==> src/rtl/mul_norm_round_pipe.sv <==
// mul_norm_round_pipe: two-stage normalize, round-to-nearest-even and pack stage of the FPU multiplier.
// Stage 1 registers the detector outputs; stage 2 shifts, rounds and packs into the output register.
module mul_norm_round_pipe #(
    parameter int EXP_W  = 5,
    parameter int MANT_W = 10,
    parameter int BIAS   = 15
) (
    input  logic                      i_clk,
    input  logic                      i_rst,
    input  logic                      i_valid,
    output logic                      o_ready,
    input  logic [15:0]               i_data,
    input  logic [3:0]                i_pos_one,
    input  logic                      i_zero_flag,
    input  logic                      i_sign,
    input  logic signed [EXP_W+1:0]   i_exp,
    output logic                      o_valid,
    input  logic                      i_ready,
    output logic [EXP_W+MANT_W:0]     o_result,
    output logic                      o_overflow,
    output logic                      o_underflow
);
    localparam int EW = EXP_W + 2;
    localparam logic signed [EW-1:0] EXP_MAX = EW'((1 << EXP_W) - 1);
    localparam logic [15:0] S_MASK = 16'((1 << (14 - MANT_W)) - 1);

    if (MANT_W < 1 || MANT_W > 14 || BIAS <= 0) begin : g_bad_params
        $error("mul_norm_round_pipe: MANT_W must be 1..14 and BIAS positive");
    end

    logic                 v1, z1, s1;
    logic [15:0]          d1;
    logic [3:0]           lz1;
    logic signed [EW-1:0] e1;
    logic                 s1_load, s2_load;
    logic [15:0]          norm;
    logic signed [EW-1:0] exp_n, exp_r;
    logic [MANT_W-1:0]    frac, frac_r;
    logic                 g, st, up, carry, ovf, unf;
    logic [EXP_W+MANT_W:0] res;

    assign s2_load = ~o_valid | i_ready;
    assign s1_load = ~v1 | s2_load;
    assign o_ready = s1_load;

    always_comb begin
        norm   = d1 << lz1;
        exp_n  = e1 - EW'(lz1);
        frac   = norm[14 -: MANT_W];
        g      = norm[14 - MANT_W];
        st     = |(norm & S_MASK);
        up     = g & (st | frac[0]);
        carry  = up & (&frac);
        frac_r = frac + MANT_W'(up);
        exp_r  = exp_n + EW'(carry);
        ovf    = ~z1 & (exp_r >= EXP_MAX);
        unf    = ~z1 & ~ovf & (exp_r[EW-1] | ~|exp_r);
        res    = (z1 | unf) ? {s1, {(EXP_W+MANT_W){1'b0}}} :
                 ovf        ? {s1, {EXP_W{1'b1}}, {MANT_W{1'b0}}} :
                              {s1, exp_r[EXP_W-1:0], frac_r};
    end

    always_ff @(posedge i_clk or posedge i_rst) begin
        if (i_rst) begin
            v1  <= 1'b0;
            d1  <= '0;
            lz1 <= '0;
            z1  <= 1'b0;
            s1  <= 1'b0;
            e1  <= '0;
        end else if (s1_load) begin
            v1 <= i_valid;
            if (i_valid) begin
                d1  <= i_data;
                lz1 <= i_pos_one;
                z1  <= i_zero_flag;
                s1  <= i_sign;
                e1  <= i_exp;
            end
        end
    end

    // Payload only moves with a real beat; o_valid qualifies the held flags otherwise.
    always_ff @(posedge i_clk or posedge i_rst) begin
        if (i_rst) begin
            o_valid     <= 1'b0;
            o_result    <= '0;
            o_overflow  <= 1'b0;
            o_underflow <= 1'b0;
        end else if (s2_load) begin
            o_valid <= v1;
            if (v1) begin
                o_result    <= res;
                o_overflow  <= ovf;
                o_underflow <= unf;
            end
        end
    end
endmodule

==> config.mk <==
export PLATFORM = sky130hd
export DESIGN_NAME = mul_norm_round_pipe
export DESIGN_NICKNAME = d
export VERILOG_FILES = /design/src/rtl/mul_norm_round_pipe.sv
export SDC_FILE = /design/constraint.sdc
export NUM_CORES = 1
export LEC_CHECK = 0
export ABC_AREA = 1
export ABC_CLOCK_PERIOD_IN_PS = 8900
export BUFFER_PORTS_ARGS = -buffer_cell sky130_fd_sc_hd__buf_4
export CORE_ASPECT_RATIO = 1.5
export CORE_MARGIN = 1.5
export CORE_UTILIZATION = 44
export CTS_CLUSTER_DIAMETER = 100
export CTS_CLUSTER_SIZE = 28
export DETAILED_ROUTE_END_ITERATION = 7
export RECOVER_POWER = 50
export REMOVE_ABC_BUFFERS = 1
export SLEW_MARGIN = 20
export SYNTH_ARGS = -nofsm -noshare
export SYNTH_HDL_FRONTEND = slang
export SYNTH_SLANG_ARGS = --single-unit
export TNS_END_PERCENT = 30
==> constraint.sdc <==
create_clock -name i_clk -period 8.9 [get_ports i_clk]
set_input_delay 2.225 -clock i_clk [delete_from_list [all_inputs] [get_ports i_clk]]
set_output_delay 2.225 -clock i_clk [all_outputs]
set_load 0.01 [all_outputs]
==> results of run 1 <==
[cell type report]
type                       count  area (sq um)
clock inverter                 2         60.06
clock buffer                   5         68.82
multi-input combinational    310          1773
fill                         711          3420
inverter                      39         152.6
sequential                    48          1201
timing repair buffer          52         379.1
tap                          100         125.1
[metal layers]
metal  vias to the layer above  global-route usage [%]
li1                       1435                       -
met1                      1267                   19.62
met2                        62                   34.80
met3                        16                   2.341
met4                         0                   9.030
met5                         -                       0
[path summary, 6_finish.rpt]
kind	from	to	slack [ns]	cells after the start
setup / recovery	i_ready	o_ready	4.01	4
hold / removal	s1$_DFFE_PP0P_	o_result[15]$_DFFE_PP0P_	0.48	2
setup reg to reg	lz1[1]$_DFFE_PP0P_	o_result[8]$_DFFE_PP0P_	4.60	27
hold reg to reg	s1$_DFFE_PP0P_	o_result[15]$_DFFE_PP0P_	0.48	2
max in group asynchronous	i_rst	o_underflow$_DFFE_PP0P_	5.47	2
min in group asynchronous	i_rst	v1$_DFFE_PP0N_	2.46	2
[report_power, final]
part / total, mW / internal [mW] / leakage (nW) / switching (mW)
registers: 0.294 / 0.259 / 0.588 / 0.0349
logic: 0.350 / 0.140 / 1.27 / 0.210
clock network: 0.184 / 0.111 / 0.0642 / 0.0739
total: 0.829 / 0.510 / 1.92 / 0.319
[state kept, by name (all words and copies together) (netlist names)]
signal,cells
lz1,4
e1,7
z1,1
o_underflow,1
o_result,16
o_valid,1
s1,1
d1,15
o_overflow,1
v1,1
[metrics by stage]
| stage | total power, mW | hold WS (ns) | cell area, sq um |
|---|---|---|---|
| CTS | 0.8388 | 0.4804 | 3770 |
| detailed placement | 0.6508 | 0.4583 | 3641 |
| global placement | 0.6458 | 0.4526 | 3641 |
| floorplan | 0.5485 | 0.4364 | 3126 |
| finish | 0.8288 | 0.4813 | 3760 |
| global route | 0.8948 | 0.5130 | 3760 |
[critical path: stages]
cell,delay (ns)
clkbuf_4,0.11
inv_1,0.06
nand3_1,0.11
buf_4,0.17
[logic make-up (layout without fill, tap and decap cells)]
family	Yosys count	count (layout)	synth area share, %
simple gates	244	244	36.79
buf+inv	53	98	7.653
flops	48	48	37.30
compound gates	28	28	4.623
mux	20	20	6.993
fa+ha+maj	13	13	5.284
xor+xnor	5	5	1.360
[cell usage in the layout, fill, tap and decap left out, types with 10 or more instances in the layout]
cell type	instances
nand2_1	123
nand3_1	55
dfrtp_1	48
buf_4	47
inv_1	30
mux2_2	20
nor2_1	18
nand2_2	15
a21oi_1	14
ha_1	12
nand3_2	10
==> metrics.yaml, run 1 <==
netlist_area_sq_mm: 0.003221
violations: "capacitance limit, slew limit"
wl_met1_um: 2734
required_ns: 6.68
die_x_um: 72.86
dieHeight_um: 107.8
die_area_sq_mm: 0.007852
cp-start-kind: "input port"
placed_cells_incl_taps: 549
drt-initial-drc-count: 92
worstSetupPathType: "in -> out"
synthCells: 411
grt_overflow: 0
seq_area_frac_synth_pct: 37.30
fin_crit_sh_pct: 55.00
antenna-diode-count: 0
route.vias.total: 2780
post-synth-top-count-cell: "nand2_1"
drt_first_pass_iters: 6
clkSlewWorstSetupHoldPaths_ns: 0.08
cts-hold-fix-buffers: 0
hold_violations: 0
endpoint_kind: "primary output"
synth_area_leaders: "dfrtp_1 (37%), nand2_1 (14%), nand3_1 (8.5%)"
hold_path_class: "reg -> reg"
setup_ws_ns: 4.005
via_per_inst: 5.000
ys_types: 33
skew_ns: 0.005342
cts_resized: 0
areaGrowthSynthToFinish_pct: 16.74
drc: 0
routed.top_layer: "met4"
final_cells: 556
crit_fanout: 3
period_needed_ns: 4.895
finalSetupViolations: 0
coreArea_sq_mm: 0.007179
leakagePower_nw: 1.924
rsz0062_at_grt: "false"
final_max_slew_viol_count: 87
synth_edf_count: 0
cts_root_buf: "clkbuf_8"
io_buffers: 51
drive_gt1_share_pct: 26.75
setup_tns_ns: 0
num_rows: 38
drtAntennaViolNets: 0
grt_pass1_wl_um: 11410
tightest_slew_ns: 2.100
yosys_warnings: 0
dp_hpwl_um: 5084
start_util_pct: 44.86
io_pins: 53
cp.arrival_ns: 2.67
clock_latency_ns: 0.31
wl_met3_um: 229
maxCapViolCount: 2
antenna_found_initial: 0
vdd.ir_drop.worst_mv: 0.1034
grt_max_degree: 49
outcome: "finished, violations left"
relSlewSlack_pct: -40.80
synth_top_cell_area_share_pct: 37.30
cts_buffers: 5
p_per_area_mw_per_mm2: 220.4
clock_path_buffers: 2
wl_per_cell_um: 12.12
ys_seq_elements: 48
cts_setup_buffers: 0
final_nets: 502
dpl_worst_slack_ns: 4.005
globalplace.congestion: 0.8604
cts_tree: "done"
h-tree-depth: 2
fmax_mhz: 204.3
ys_top_cells_by_count: "nand2_1 (123), nand3_1 (55), dfrtp_1 (48)"
postSynth.asyncResetShare_pct: 100.0
fin_util_pct: 52.37
wl_um: 6739
synth_flop_cell: "dfrtp_1"
yosys.area.top_type: "dfrtp_1"
wl_met2_um: 3590
clkSinkCount: 48
grt_pass1_vias: 2689
grtUsageTotal_pct: 18.50
synth_area_per_cell_sq_um: 7.836
No activity file was read; power rests on OpenSTA's default activity.
==> run 2: changes to the inputs <==
--- a/config.mk
+++ b/config.mk
@@ -5,8 +5,8 @@
 export SDC_FILE = /design/constraint.sdc
 export NUM_CORES = 1
 export LEC_CHECK = 0
-export ABC_AREA = 1
-export ABC_CLOCK_PERIOD_IN_PS = 8900
+export ABC_AREA = 0
+export ABC_CLOCK_PERIOD_IN_PS = 4400
 export BUFFER_PORTS_ARGS = -buffer_cell sky130_fd_sc_hd__buf_4
 export CORE_ASPECT_RATIO = 1.5
 export CORE_MARGIN = 1.5
@@ -14,6 +14,7 @@
 export CTS_CLUSTER_DIAMETER = 100
 export CTS_CLUSTER_SIZE = 28
 export DETAILED_ROUTE_END_ITERATION = 7
+export PLACE_DENSITY = 0.68
 export RECOVER_POWER = 50
 export REMOVE_ABC_BUFFERS = 1
 export SLEW_MARGIN = 20
==> constraint.sdc (replaced) <==
create_clock -name i_clk -period 4.4 [get_ports i_clk]
set_input_delay 1.1 -clock i_clk [delete_from_list [all_inputs] [get_ports i_clk]]
set_output_delay 1.1 -clock i_clk [all_outputs]
set_load 0.01 [all_outputs]
==> run 2 against run 1 <==
Highest routed layer unchanged. Utilization grew 2.4 points. The flow still finishes with violations (capacitance limit, slew limit). Flip-flop and latch count is the same. Final area shrank 0.20%. Total power grew 88%. First-iteration DRC count shrank 3.3%. Setup slack lost 3.7 ns. Clock-buffer cell count grew 1.
==> metrics.yaml, run 2 <==
outcome: "finished, violations left"
violations: "capacitance limit, slew limit"
reg2reg_slack_ns: 0.28  # -4.32 ns
start_util_pct: 45.23  # +0.37 points
die_area_sq_mm: 0.007567  # -3.6%
required_ns: 4.62  # -2.06 ns
io_pins: 53  # unchanged
coreArea_sq_mm: 0.006852  # -4.6%
via_per_inst: 5.608  # +12%
synth_flop_cell: "dfrtp_1"
synth_top_cell_area_share_pct: 38.76  # +1.5 points
leakagePower_nw: 1.699  # -12%
hold_path_class: "reg -> reg"
yosys.area.top_type: "dfrtp_1"
drt-initial-drc-count: 89  # -3.3%
fmax_mhz: 242.4
cts_buffers: 5  # unchanged
grt_pass1_wl_um: 11070  # -3.0%
ys_top_cells_by_count: "dfrtp_1 (48), mux2_2 (31), nand2_1 (28)"
yosys_warnings: 0  # unchanged
cp-start-kind: "flip-flop"
wl_per_cell_um: 15.27  # +26%
relSlewSlack_pct: -40.18  # +0.62 points
finalSetupViolations: 0  # unchanged
netlist_area_sq_mm: 0.003099  # -3.8%
skew_ns: 0.006709  # +0.001366 ns
grtUsageTotal_pct: 18.32  # -0.18 points
postSynth.asyncResetShare_pct: 100.0  # unchanged
vdd.ir_drop.worst_mv: 0.2042  # +98%
largest_register_ffs: 16  # unchanged
endpoint_kind: "flip-flop"
dieHeight_um: 105.8  # -1.8%
fin_area_sq_mm: 0.003752  # -0.20%
period_needed_ns: 4.125
clock_path_buffers: 2  # unchanged
cts-hold-fix-buffers: 0  # unchanged
num_rows: 37  # -2.6%
multi_input_area_sq_mm: 0.001795  # +1.3%
die_x_um: 71.53  # -1.8%
rr_worst_depth: 19  # -30%
r2r-end: "o_result[3]$_DFFE_PP0P_"
crit_fanout: 10  # +7
final_max_slew_viol_count: 49  # -44%
areaGrowthSynthToFinish_pct: 21.07
synth_area_per_cell_sq_um: 10.72  # +37%
clkSlewWorstSetupHoldPaths_ns: 0.09  # about the same
post-synth-top-count-cell: "dfrtp_1"
worstSetupPathType: "reg -> reg"
grt_max_degree: 49  # unchanged
final_nets: 402  # -20%
h-tree-depth: 2  # unchanged
cts_tree: "done"
top_register: "o_result"
power_mw: 1.561  # +88%
tightest_slew_ns: 2.091  # -0.009273 ns
synth_edf_count: 0  # unchanged
dpl_cell_area_sq_mm: 0.003665  # +0.65%
cp-endpoint: "o_result[3]$_DFFE_PP0P_"
drc: 0  # unchanged
maxCapViolCount: 1  # -1
num-fill-cells: 648  # -8.9%
final-seq-area_sq_mm: 0.001202  # +0.10%
dp_hpwl_um: 4988  # -1.9%
min_from: "z1$_DFFE_PP0P_"
cts_root_buf: "clkbuf_8"
synthCells: 289  # -30%
antenna_found_initial: 0  # unchanged
clock_latency_ns: 0.30  # about the same
drt_first_pass_iters: 6  # unchanged
whs_ns: 0.4788  # -0.002471 ns
fin_crit_sh_pct: 93.75
regToRegStartpoint: "lz1[0]$_DFFE_PP0P_"
globalplace.congestion: 0.9425  # +9.5%
synth_area_leaders: "dfrtp_1 (39%), mux2_2 (11%), mux4_2 (6.5%)"
most-common-layout-cells: "buf_4 (65), dfrtp_1 (47), mux2_2 (31)"
drtAntennaViolNets: 0  # unchanged
drive_gt1_share_pct: 34.83  # +8.1 points
reg.largest.list: "o_result x16, d1 x15, e1 x7"
grt_pass1_vias: 2325  # -14%
hold_violations: 0  # unchanged
io_buffers: 51  # unchanged
grt_overflow: 0  # unchanged
ys_types: 49  # +48%
clkSinkCount: 48  # unchanged
rsz0062_at_grt: "false"
seq_area_frac_synth_pct: 38.76  # +1.5 points
antenna-diode-count: 0  # unchanged
wl_um: 6628  # -1.6%
p_per_area_mw_per_mm2: 415.9  # +89%
ys_seq_elements: 48  # unchanged
final_common_cell: "buf_4"
route.vias.total: 2434  # -12%
cp.arrival_ns: 4.34  # +1.67 ns
startpoint: "lz1[0]$_DFFE_PP0P_"
-- run 2: critical path, stage by stage (launching register included) --
cell	delay, ns
dfrtp_1	0.36
buf_4	0.20
mux4_2	0.57
a22o_1	0.27
a21oi_2	0.18
nor3_4	0.07
nand4_1	0.11
ha_1	0.23
inv_1	0.05
ha_1	0.16
inv_1	0.05
fa_1	0.37
nand2b_1	0.17
a21oi_1	0.13
o22ai_1	0.11
xnor2_1	0.17
or3_1	0.33
nand3b_1	0.18
buf_4	0.18
o21ai_0	0.17
-- run 2: logic make-up (layout without fill, tap and decap cells) --
family	Yosys count	after routing	synth area share (%)
mux	55	55	24.75
compound gates	43	43	8.923
flops	48	48	38.76
fa+ha+maj	13	13	5.490
simple gates	90	90	14.49
buf+inv	27	94	3.916
xor+xnor	13	13	3.674
-- run 2: stage by stage --
stage	TNS [ns]	instances	worst slack (ns)	utilization, %
CTS	0	432	0.009221	54.62
finish	0	434	0.2750	54.77
global route	0	434	0.001644	54.77
floorplan	-0.1225	275	-0.02248	-
global placement	0	425	0.09655	53.49
detailed placement	0	425	0.04914	53.49
-- run 2: where the power goes --
part           switching, mW  total, mW  internal, mW
combinational          0.359      0.718         0.359
clock                  0.141      0.250         0.108
sequential            0.0685      0.593         0.524
total                  0.569       1.56         0.992
-- run 2: repair_timing --
item,in CTS,in global routing
setup endpoints to repair,0,17
setup buffers,0,2
resized for setup,0,5
-- run 2: metal layers --
metal,vias up,wire [um],GRT usage [%]
met5,-,0,0
met4,0,129,5.930
met3,12,238,2.486
met2,62,3583,32.24
met1,1186,2676,22.88
li1,1174,-,-
-- run 2: final cells by class --
| type | instances | share of cell area, % |
|---|---|---|
| clock buffers | 6 | 1.934 |
| clock inverters | 1 | 0.1334 |
| inverters | 13 | 1.334 |
| multi-input cells | 214 | 47.85 |
| flip-flops and latches | 48 | 32.04 |
| well taps | 78 | 2.601 |
| repair buffers | 74 | 14.10 |
-- run 2: worst min path at each step --
stage	end	slack (ns)	cells after the start
6_report	o_underflow$_DFFE_PP0P_	0.48	1
5_1_grt	o_underflow$_DFFE_PP0P_	0.50	1
4_1_cts	o_underflow$_DFFE_PP0P_	0.48	1
3_5_place_dp	o_underflow$_DFFE_PP0P_	0.46	1
3_3_place_gp	o_underflow$_DFFE_PP0P_	0.46	2
2_1_floorplan	o_underflow$_DFFE_PP0P_	0.44	1
==> run 3: changes to the inputs <==
==> constraint.sdc (replaced) <==
create_clock -name i_clk -period 4.4 [get_ports i_clk]
set_input_delay 0.44 -clock i_clk [delete_from_list [all_inputs] [get_ports i_clk]]
set_output_delay 0.44 -clock i_clk [all_outputs]
set_load 0.01 [all_outputs]
==> run 3 against run 2 <==
The flow finishes with violations (DRC, capacitance limit, slew limit). Clock power up 38%. Clock-buffer cell count up 1. Register-to-register slack worse by 0.02 ns. Flip-flop and latch count unchanged. Critical path depth unchanged. Via count down 1.6%. Utilization up 0.69 points. Wire length down 1.5%. Sequential share of layout area down 0.37 points. Largest cell class unchanged. Largest power group unchanged. Highest routed layer unchanged.
==> metrics.yaml, run 3 (synthesis results as in run 2) <==
cts_tree: "done"
relSlewSlack_pct: -37.60  # +2.6 points
io_buffers: 51  # unchanged
dpl_worst_slack_ns: 0.1010  # +0.05188 ns
reg.largest.list: "o_result x16, d1 x15, e1 x7"
fmax_mhz: 241.4  # -0.40%
fin_util_pct: 55.46  # +0.69 points
cts-hold-fix-buffers: 0  # unchanged
crit_fanout: 13  # +3
power_mw: 1.673  # +7.2%
whs_ns: 0.3511  # -0.1277 ns
coreArea_sq_mm: 0.006852  # unchanged
antenna_found_initial: 0  # unchanged
violations: "DRC, capacitance limit, slew limit"
die_x_um: 71.53  # unchanged
cp.arrival_ns: 4.36  # +0.02 ns
hold_path_class: "in -> reg"
globalplace.congestion: 0.9098  # -3.5%
grt_pass1_wl_um: 10910  # -1.4%
setup_ws_ns: 0.2583  # -0.01672 ns
finalSetupViolations: 0  # unchanged
multi_input_area_sq_mm: 0.001788  # -0.42%
start_util_pct: 45.23  # unchanged
dieHeight_um: 105.8  # unchanged
wl_per_cell_um: 15.15  # -0.81%
final-seq-area_sq_mm: 0.001204  # +0.10%
drc: 4  # +4
io_pins: 53  # unchanged
drt_first_pass_iters: 6  # unchanged
dp_hpwl_um: 4954  # -0.68%
leakagePower_nw: 1.708  # +0.51%
routed.top_layer: "met4"
drive_gt1_share_pct: 35.13  # +0.30 points
fin_crit_sh_pct: 94.13  # +0.38 points
final_nets: 398  # -1.0%
wl_met1_um: 2593  # -3.1%
clkSinkCount: 48  # unchanged
route.vias.total: 2394  # -1.6%
wl_met2_um: 3551  # -0.89%
largest_register_ffs: 16  # unchanged
clkSlewWorstSetupHoldPaths_ns: 0.09  # about the same
vdd.ir_drop.worst_mv: 0.1817  # -11%
grt_overflow: 0  # unchanged
h-tree-depth: 2  # unchanged
cts_root_buf: "clkbuf_8"
final_max_slew_viol_count: 49  # unchanged
drtAntennaViolNets: 0  # unchanged
grt_max_degree: 49  # unchanged
wl_um: 6529  # -1.5%
drt-initial-drc-count: 110  # +24%
tightest_slew_ns: 2.053  # -0.03848 ns
top_register: "o_result"
die_area_sq_mm: 0.007567  # unchanged
maxCapViolCount: 1  # unchanged
clock_latency_ns: 0.30  # about the same
cts_buffers: 5  # unchanged
via_per_inst: 5.555  # -0.96%
hold_violations: 0  # unchanged
most-common-layout-cells: "buf_4 (58), dfrtp_1 (46), mux2_2 (31)"
final_cells: 431  # -0.69%
worstSetupPathType: "reg -> reg"
cp-start-kind: "flip-flop"
antenna-diode-count: 0  # unchanged
final_common_cell: "buf_4"
outcome: "finished, violations left"
period_needed_ns: 4.142  # +0.01672 ns
p_per_area_mw_per_mm2: 440.2  # +5.8%
placed_cells_incl_taps: 421  # -0.94%
num-fill-cells: 657  # +1.4%
wl_met3_um: 239  # +0.42%
grt_pass1_vias: 2347  # +0.95%
clock_path_buffers: 2  # unchanged
grtUsageTotal_pct: 18.13  # -0.19 points
num_rows: 37  # unchanged
skew_ns: 0.005962  # -0.0007465 ns
required_ns: 4.62  # about the same
areaGrowthSynthToFinish_pct: 22.61
endpoint_kind: "flip-flop"
==> run 3: per-stage QoR <==
step                 TNS (ns)  cell area (sq um)
finish                      0               3800
global route        -0.003106               3800
CTS                         0               3786
detailed placement          0               3660
global placement            0               3660
floorplan             -0.1225               3027
==> run 3: repair_timing <==
item                                   in CTS  in global routing
endpoints found under the hold margin       0                  0
gates resized for setup                     0                  7
setup endpoints to repair                   0                 13
setup buffers                               0                  2
==> run 3: power by group <==
group	switching, mW	internal (mW)	leakage, nW	total (mW)
logic	0.364	0.370	1.05	0.734
clock network	0.145	0.201	0.0645	0.346
registers	0.0684	0.525	0.589	0.593
==> run 3: area by class of cell <==
type,instances,area share [%]
Sequential cell,48,31.68
Clock buffer,7,2.535
Inverter,13,1.317
Tap cell,78,2.568
Clock inverter,1,0.7903
Timing Repair Buffer,70,14.06
Multi-Input combinational cell,214,47.05
==> run 3: path summary, 6_finish.rpt <==
path / start / end / slack (ns) / cells past startpoint
setup / recovery: lz1[0]$_DFFE_PP0P_ / o_result[0]$_DFFE_PP0P_ / 0.26 / 19
hold / removal: i_valid / v1$_DFFE_PP0N_ / 0.35 / 2
setup reg to reg: lz1[0]$_DFFE_PP0P_ / o_result[0]$_DFFE_PP0P_ / 0.26 / 19
hold reg to reg: z1$_DFFE_PP0P_ / o_underflow$_DFFE_PP0P_ / 0.48 / 1
max in group asynchronous: i_rst / lz1[1]$_DFFE_PP0P_ / 2.68 / 2
min in group asynchronous: i_rst / o_underflow$_DFFE_PP0P_ / 0.67 / 2
==> run 3: per-layer routing <==
metal  global-route usage [%]  up-vias
met4                    6.469        0
met5                        0        -
met3                    2.677       11
met1                    21.24     1165
met2                    32.98       53
li1                         -     1165
==> run 3: critical path, cell delays in order (launching register included) <==
cell	delay, ns
dfrtp_2	0.43
buf_12	0.16
mux4_1	0.60
a22o_1	0.22
a21oi_2	0.18
nor3_4	0.08
nand4_1	0.11
ha_1	0.23
inv_1	0.06
ha_1	0.16
inv_1	0.05
fa_1	0.37
nand2b_1	0.17
a21oi_1	0.14
o22ai_1	0.11
xnor2_1	0.17
or3_1	0.34
nand3b_1	0.17
buf_4	0.17
o21ai_0	0.15
